$ cat src/rtl/chronospatial_host_driver.sv
// Host-side driver for the 3-stage chronospatial core.
//
// Holds an 8-slot program and the A/B/C initial values. On start it shifts the
// registers into the core (MSB first), then serves opcode/operand fetches from
// the core's instruction pointer. Every emitted 3-bit value is captured into an
// output FIFO until the core halts.
//
// Optional feature: define CHRONO_WATCHDOG_EN to abort RUN after TIMEOUT cycles
// without a halt (sets the sticky timeout flag).
//
// Ports:
//   clk, rst_n                 clock, asynchronous active-low reset
//   prog_wr_en/addr/data       program write port ({operand, opcode}), IDLE/DONE only
//   reg_a/b/c_init             initial register values, sampled on start
//   start                      one-cycle start pulse (ignored while busy)
//   busy, done, timeout        status (busy = INIT or RUN)
//   out_rd_en, out_data        FIFO pop and first-word-fall-through head
//   out_empty, out_count       FIFO status
//   out_overflow               sticky: a value was dropped while the FIFO was full
//   core_ui, core_uo           core pins (uo: [2:0] value, [3] valid, [4] halt, [7:5] ip)
module chronospatial_host_driver #(
  parameter int unsigned REG_W     = 48,
  parameter int unsigned OUT_DEPTH = 16,
  parameter int unsigned TIMEOUT   = 4096
) (
  input  logic                       clk,
  input  logic                       rst_n,
  input  logic                       prog_wr_en,
  input  logic [2:0]                 prog_wr_addr,
  input  logic [5:0]                 prog_wr_data,
  input  logic [REG_W-1:0]           reg_a_init,
  input  logic [REG_W-1:0]           reg_b_init,
  input  logic [REG_W-1:0]           reg_c_init,
  input  logic                       start,
  output logic                       busy,
  output logic                       done,
  output logic                       timeout,
  input  logic                       out_rd_en,
  output logic [2:0]                 out_data,
  output logic                       out_empty,
  output logic [$clog2(OUT_DEPTH):0] out_count,
  output logic                       out_overflow,
  output logic [7:0]                 core_ui,
  input  logic [7:0]                 core_uo
);

  localparam int unsigned PtrW = $clog2(OUT_DEPTH);
  localparam int unsigned BitW = (REG_W > 1) ? $clog2(REG_W) : 1;
  localparam logic [BitW-1:0] LastBit = BitW'(REG_W - 1);
  localparam logic [PtrW:0]   FullCnt = (PtrW + 1)'(OUT_DEPTH);

  if (OUT_DEPTH < 2 || (OUT_DEPTH & (OUT_DEPTH - 1)) != 0 || TIMEOUT < 1) begin : g_bad_params
    $error("chronospatial_host_driver: OUT_DEPTH must be a power of 2 >= 2, TIMEOUT >= 1");
  end

  typedef enum logic [1:0] {StIdle, StInit, StRun, StDone} state_e;

  state_e           state_q, state_d;
  logic [REG_W-1:0] a_sh_q, b_sh_q, c_sh_q;
  logic [BitW-1:0]  bit_cnt_q;
  logic [5:0]       prog_mem_q [8];
  logic [2:0]       fifo_mem_q [OUT_DEPTH];
  logic [PtrW-1:0]  wr_ptr_q, rd_ptr_q;
  logic [PtrW:0]    count_q;
  logic             overflow_q;
  logic             launch;
  logic             wd_expire;
  logic             push, pop, full, push_ok;
  logic [5:0]       fetch;

  // Next state and core pin drive.
  always_comb begin
    state_d = state_q;
    launch  = 1'b0;
    fetch   = prog_mem_q[core_uo[7:5]];
    core_ui = 8'h00;
    unique case (state_q)
      StIdle, StDone: begin
        if (start) begin
          state_d = StInit;
          launch  = 1'b1;
        end
      end
      StInit: begin
        core_ui = {5'b00001, c_sh_q[REG_W-1], b_sh_q[REG_W-1], a_sh_q[REG_W-1]};
        if (bit_cnt_q == LastBit) state_d = StRun;
      end
      StRun: begin
        // Zero-latency fetch: the core sees the instruction in the same cycle.
        core_ui = {1'b0, fetch[5:3], 1'b0, fetch[2:0]};
        if (core_uo[4] || wd_expire) state_d = StDone;
      end
      default: state_d = StIdle;
    endcase
  end

  assign busy = (state_q == StInit) || (state_q == StRun);
  assign done = (state_q == StDone);

  // FIFO control. A pop at full frees the slot, so a simultaneous push is kept.
  assign full    = (count_q == FullCnt);
  assign push    = (state_q == StRun) && core_uo[3];
  assign pop     = out_rd_en && (count_q != '0);
  assign push_ok = push && (!full || pop);

  assign out_empty    = (count_q == '0);
  assign out_count    = count_q;
  assign out_overflow = overflow_q;
  assign out_data     = out_empty ? 3'b000 : fifo_mem_q[rd_ptr_q];

  always_ff @(posedge clk or negedge rst_n) begin
    if (!rst_n) begin
      state_q    <= StIdle;
      a_sh_q     <= '0;
      b_sh_q     <= '0;
      c_sh_q     <= '0;
      bit_cnt_q  <= '0;
      wr_ptr_q   <= '0;
      rd_ptr_q   <= '0;
      count_q    <= '0;
      overflow_q <= 1'b0;
      for (int i = 0; i < 8; i++) prog_mem_q[i] <= '0;
      for (int i = 0; i < int'(OUT_DEPTH); i++) fifo_mem_q[i] <= '0;
    end else begin
      state_q <= state_d;

      if (prog_wr_en && !busy) prog_mem_q[prog_wr_addr] <= prog_wr_data;

      if (launch) begin
        a_sh_q    <= reg_a_init;
        b_sh_q    <= reg_b_init;
        c_sh_q    <= reg_c_init;
        bit_cnt_q <= '0;
      end else if (state_q == StInit) begin
        a_sh_q    <= a_sh_q << 1;
        b_sh_q    <= b_sh_q << 1;
        c_sh_q    <= c_sh_q << 1;
        bit_cnt_q <= bit_cnt_q + 1'b1;
      end

      if (launch) begin
        wr_ptr_q   <= '0;
        rd_ptr_q   <= '0;
        count_q    <= '0;
        overflow_q <= 1'b0;
      end else begin
        if (push_ok) begin
          fifo_mem_q[wr_ptr_q] <= core_uo[2:0];
          wr_ptr_q             <= wr_ptr_q + 1'b1;
        end
        if (pop) rd_ptr_q <= rd_ptr_q + 1'b1;
        case ({push_ok, pop})
          2'b10:   count_q <= count_q + 1'b1;
          2'b01:   count_q <= count_q - 1'b1;
          default: count_q <= count_q;
        endcase
        if (push && !push_ok) overflow_q <= 1'b1;
      end
    end
  end

`ifdef CHRONO_WATCHDOG_EN
  localparam int unsigned WdW = $clog2(TIMEOUT + 1);

  logic [WdW-1:0] wd_cnt_q;
  logic           timeout_q;

  // The counter holds the number of completed RUN cycles; it is zero on RUN entry.
  assign wd_expire = (state_q == StRun) && !core_uo[4] && (wd_cnt_q == WdW'(TIMEOUT - 1));
  assign timeout   = timeout_q;

  always_ff @(posedge clk or negedge rst_n) begin
    if (!rst_n) begin
      wd_cnt_q  <= '0;
      timeout_q <= 1'b0;
    end else begin
      if (state_q == StRun) wd_cnt_q <= wd_cnt_q + 1'b1;
      else                  wd_cnt_q <= '0;
      if (launch)         timeout_q <= 1'b0;
      else if (wd_expire) timeout_q <= 1'b1;
    end
  end
`else
  assign wd_expire = 1'b0;
  assign timeout   = 1'b0;
`endif

endmodule

$ cat config.mk
export PLATFORM = sky130hd
export DESIGN_NAME = chronospatial_host_driver
export DESIGN_NICKNAME = d
export VERILOG_FILES = /design/src/rtl/chronospatial_host_driver.sv
export SDC_FILE = /design/constraint.sdc
export NUM_CORES = 1
export LEC_CHECK = 0
export ABC_CLOCK_PERIOD_IN_PS = 6300
export CAP_MARGIN = 20
export CORE_MARGIN = 2
export CORE_UTILIZATION = 59
export CTS_BUF_LIST = sky130_fd_sc_hd__clkbuf_16
export CTS_CLUSTER_SIZE = 16
export DETAILED_ROUTE_END_ITERATION = 10
export PLACE_DENSITY = 0.83
export SLEW_MARGIN = 10
export SYNTH_ARGS = -nofsm -noshare
export SYNTH_HDL_FRONTEND = slang
export SYNTH_SLANG_ARGS = --single-unit
$ cat constraint.sdc
create_clock -name clk -period 6.3 [get_ports clk]
set_input_delay 0.945 -clock clk [delete_from_list [all_inputs] [get_ports clk]]
set_output_delay 0.945 -clock clk [all_outputs]
set_load 0.005 [all_outputs]
* Word-level counts from Yosys, hierarchy flattened *
Index checks and enable logic that the tools add are counted.

word-level totals
  register bits = 262
  bits in latches = 0
  RAM bits = 0
  ROM bits = 0
  bits of input ports = 166
  output and inout bits = 21
  word-level logic and storage cells = 118
  memories = 0

cells by class
  add/subtract/negate cells = 5
  multipliers = 0
  div/mod/pow operators = 0
  $lt $le $gt $ge = 6
  equality and inequality tests = 10
  shifts and indexed selects = 0
  mux-type cells = 36
  bitwise gates (word level) = 5
  reductions and logical operators = 23

operators by type and width
  kind                 count
  $mux 48              6
  $bwmux 48            2
  $mux 6               5
  $bmux 6 s3           1
  $demux 6 s3          1
  $mux 4               4
  $pmux 7 s2           1
  $bmux 3 s4           1
  $demux 3 s4          1
  $mux 3               4
  $ge 5x5->1 const B   2
  $not 4->5            2
  $pmux 5 s2           1
  $add 4x1->4 const B  2
  $ge 4x4->1 const B   2
  $not 3->4            2
  $reduce_bool 2->1    4
  $logic_and 1x1->1    7
  $add 6x1->6 const B  1
  $eq 2x2->1 const B   3
  $eq 6x6->1 const B   1
  $mux 2               3
  $ne 2x2->1 const B   3
  $pmux 2 s3           1
  other kinds (18)     25

* Depth between registers and ports, before layout *
  depth after elaboration = 8
  gate-level depth with buffers = 12
  depth with buffers taken out = 11

* Worst setup path before layout *
No wires, ideal clock.

  kind = input port to output port
  start = input port core_uo[5]
  end = output port core_ui[1]
  arrival time = 1.984 ns
  data required time = 5.355 ns
  slack = 3.371 ns
  cell stages on the path = 4
  cell sequence = buf_2 -> mux4_2 -> a22oi_1 -> nand2_1

between the ends
  longest elaborated chain between the ends = 5

RTL lines
  item                                        line  source
  start: declaration                          44    input logic [7:0] core_uo
  $not 3->4 (not written as such)             75    fetch = prog_mem_q[core_uo[7:5]];
  $bmux 6 s3                                  75
  $mux 6 (not written as such) (2 in series)  75
  $pmux 7 s2                                  77    unique case (state_q)
  end: declaration                            43    output logic [7:0] core_ui,

Every way passes these cells. The select of a mux whose other input is x is not followed.

* Final worst setup path *
  start = input port core_uo[5]
  end = output port core_ui[0]

The elaborated chain is that of the path after synthesis.

==> results.py <==
metrics = {
    "power_and_ir_drop": {
        "power.net_switching_mw": 0.900,
        "clkPwrFrac": 0.397,
        "irDropWorstVdd_uv": 277,
        "seqPwrFrac": 0.490,
        "switching_share": 0.244,
        "power.leakage_nw": 6.48,
        "p_per_area_nw_per_um2": 244,
        "pwr-share-comb": 0.113,
        "internal_power_mw": 2.79,
    },
    "logic_synthesis": {
        "syn_area_um2": 12300,
        "syn_avg_cell_area_um2": 11.6,
        "synth_xor_area_frac": 0.00852,
        "ys_ff_latch": 262,
        "yosys.area.top_type_share": 0.531,
        "seq_area_frac_synth": 0.531,
        "synth_flop_cell": "dfrtp_1",
        "synthMuxAreaShare": 0.255,
        "synthAdderAreaFrac": 0.0148,
        "ys_async_sr_fraction": 1.00,
        "synth-compound-area-share": 0.0734,
        "synth_warnings": 0,
        "synth-edff-count": 0,
        "synthSimpleGateAreaFrac": 0.0889,
        "syn_inst": 1068,
        "synth_area_leaders": "dfrtp_1 53%, mux2i_1 12%, mux2_2 8.3%",
        "synth_top_area_cell": "dfrtp_1",
        "yosys.cell_types.count": 44,
        "synth_top_family_by_area": "multiplexers",
    },
    "routing": {
        "ant_nets": 0,
        "drt-pass1-iter-count": 4,
        "drcViolationCount": 0,
        "drt_iter0_markers": 436,
        "via_per_inst": 5.52,
        "num_vias": 8323,
        "routed_wl_um": 26000,
        "detail_route.wl_per_cell_um": 17.2,
    },
    "floorplan": {
        "fp.coreArea_um2": 20400,
        "ios": 187,
        "die_w_um": 149,
        "die_area_um2": 22100,
        "rows": 52,
        "die_h_um": 149,
        "initial_core_util": 0.606,
    },
    "placed_design": {
        "dpl.hpwl_um": 17200,
        "place_congestion": 0.791,
        "io_buffers": 184,
        "place_inst": 1457,
        "pre_cts_slack_ps": 2020,
        "place_area_um2": 14300,
    },
    "sta": {
        "setup_tns_ps": 0,
        "setup_slack_ps": 2070,
        "setup_viol_count_final": 0,
        "clock_skew_ps": 13.6,
        "worstMarginPinSlew_ps": 1050,
        "finalCritPeriodShare": 0.671,
        "clock.fmax_ghz": 0.236,
        "maxSlewViolCount": 0,
        "slew_headroom": 0.301,
        "grt_setup_unrepaired": "false",
        "hold_viol_final": 0,
        "fin_crit_ps": 4230,
    },
    "global_routing": {
        "top_usage_layer": "met2",
        "use_met1": 0.336,
        "grt_use_met3": 0.0429,
        "grt_overflow": 0,
        "grt_pass1_vias": 8585,
        "grtUsageMet2": 0.398,
        "grt_first_pass_wirelength_um": 42900,
        "grt.total_usage": 0.240,
        "grt_max_degree": 280,
        "antenna_found_initial": 0,
    },
    "worst_setup_path": {
        "start_kind": "input port",
        "reg2reg_depth": 6,
        "cp_max_fo": 12,
        "cp-end-kind": "output port",
        "worst-setup-path-type": "in -> out",
        "required_ps": 5350,
        "cp.arrival_ps": 3280,
    },
    "clocking": {
        "cts_tree": "yes",
        "post_cts_resized": 0,
        "numCtsBuffers": 28,
        "cts_num_sinks": 262,
        "clock_latency_ps": 540,
        "clockRootBuffer": "clkbuf_16",
        "cts_buffer_depth": 3,
        "cts_setup_buffers": 0,
        "cts_hold_buffers": 0,
        "h-tree-depth": 1,
        "clkTransAtPathRegs_ps": 60,
    },
    "worst_hold_path": {
        "holdCritPathClass": "in -> async",
    },
    "final_layout": {
        "insertedDiodeCount": 0,
        "utilization": 0.742,
        "fin_nets": 1397,
        "stdcell_area_um2": 15100,
        "drive_above_1_share": 0.139,
        "instances_no_fill": 1509,
        "synthToLayoutAreaGrowth_pct": 22.5,
    },
    "outcome": {
        "status": "completed",
    },
    "flow_run": {
        "cap_violations": 0,
    },
}
## critical path, cell delays in order
cell and delay [ps]:
clkdlybuf4s50_1 1000, mux4_2 590, a22oi_1 210, nand2_1 90, clkdlybuf4s50_1 440
## worst paths after layout
check	from	endpoint	slack [ps]
max in group asynchronous	rst_n	fifo_mem_q[42]	4570
worst min register to register	fifo_mem_q[29]	fifo_mem_q[29]	480
min in group clk	fifo_mem_q[29]	fifo_mem_q[29]	480
worst max-delay path	core_uo[5]	core_ui[0]	2070
worst min-delay path	rst_n	b_sh_q[31]	480
worst max register to register	state_q[1]	bit_cnt_q[5]	3510
## final cells by class
| class | count | area [µm²] |
|---|---|---|
| Sequential cell | 262 | 6560 |
| Multi-Input combinational cell | 725 | 5460 |
| Fill cell | 1453 | 5250 |
| Timing Repair Buffer | 188 | 1900 |
| Clock buffer | 29 | 726 |
| Tap cell | 270 | 338 |
| Clock inverter | 23 | 91.3 |
| Inverter | 12 | 45.0 |
## layer usage
layer  up-vias  share of wire
met3        34          0.057
met5         -              0
met4         0          0.020
li1       4039              -
met2       181           0.48
met1      4069           0.44
## cell usage after synthesis, types with 2 or more instances
master and instances:
dfrtp_1 262, nand2_1 169, mux2i_1 152, o21ai_0 146, mux2_2 91, clkbuf_1 38, nor2_1 37, mux4_2 24
buf_2 22, ha_1 13, inv_1 11, nand3_1 10, nor2_2 9, a211oi_1 7, xor2_1 7, a21oi_1 6
buf_1 6, nor2b_1 6, mux2_1 5, xnor2_1 5, nand2b_1 4, nand3b_1 4, nand4_1 4, or3_1 4
a22oi_1 3, buf_4 3, and3_1 2, nand2_2 2
## per-stage QoR
step	hold WS, ps	total power, mW
floorplan	452	2.01
global placement	464	2.24
detailed placement	469	2.25
CTS	482	3.72
global route	496	3.84
finish	478	3.69
## power by group through the flow
stage               clock, mW  sequential (mW)  combinational (mW)
global placement            0             1.83               0.410
CTS                      1.49             1.81               0.422
detailed placement          0             1.84               0.418
global route             1.57             1.81               0.458
floorplan                   0             1.77               0.244
finish                   1.46             1.81               0.418
## registers in the layout, summed over array words and instances (netlist names)
signal	count
bit_cnt_q	6
fifo_mem_q	48
a_sh_q	48
out_overflow	1
b_sh_q	48
c_sh_q	48
prog_mem_q	48
wr_ptr_q	4
rd_ptr_q	4
state_q	2
out_count	5
## cells in the final DEF, fill, tap and decap left out, types with 2 or more instances in the layout
master,count
a211oi_1,7
a21oi_1,6
a22oi_1,3
and3_1,2
buf_12,2
buf_4,2
clkbuf_16,29
clkdlybuf4s50_1,183
clkinv_1,7
clkinv_2,4
conb_1,2
dfrtp_1,262
ha_1,12
inv_1,23
mux2_1,5
mux2_2,91
mux2i_1,152
mux4_2,24
nand2_1,169
nand2_2,2
nand2b_1,4
nand3_1,10
nand3b_1,4
nand4_1,4
nor2_1,37
nor2_2,9
nor2b_1,6
o21ai_0,146
or3_1,4
xnor2_1,5
xor2_1,7
## kinds of logic (layout without fill, tap and decap cells)
logic type | count (synthesis) | in the layout
adder cells (fa/ha/maj) | 14 | 14
other | 1 | 2
AND/OR/NAND/NOR | 256 | 256
AO/OA/AOI/OAI | 169 | 169
buffers and inverters | 82 | 252
multiplexers | 272 | 272
XOR/XNOR | 12 | 12
flip-flops | 262 | 262
(Power assumes the default switching activity.)
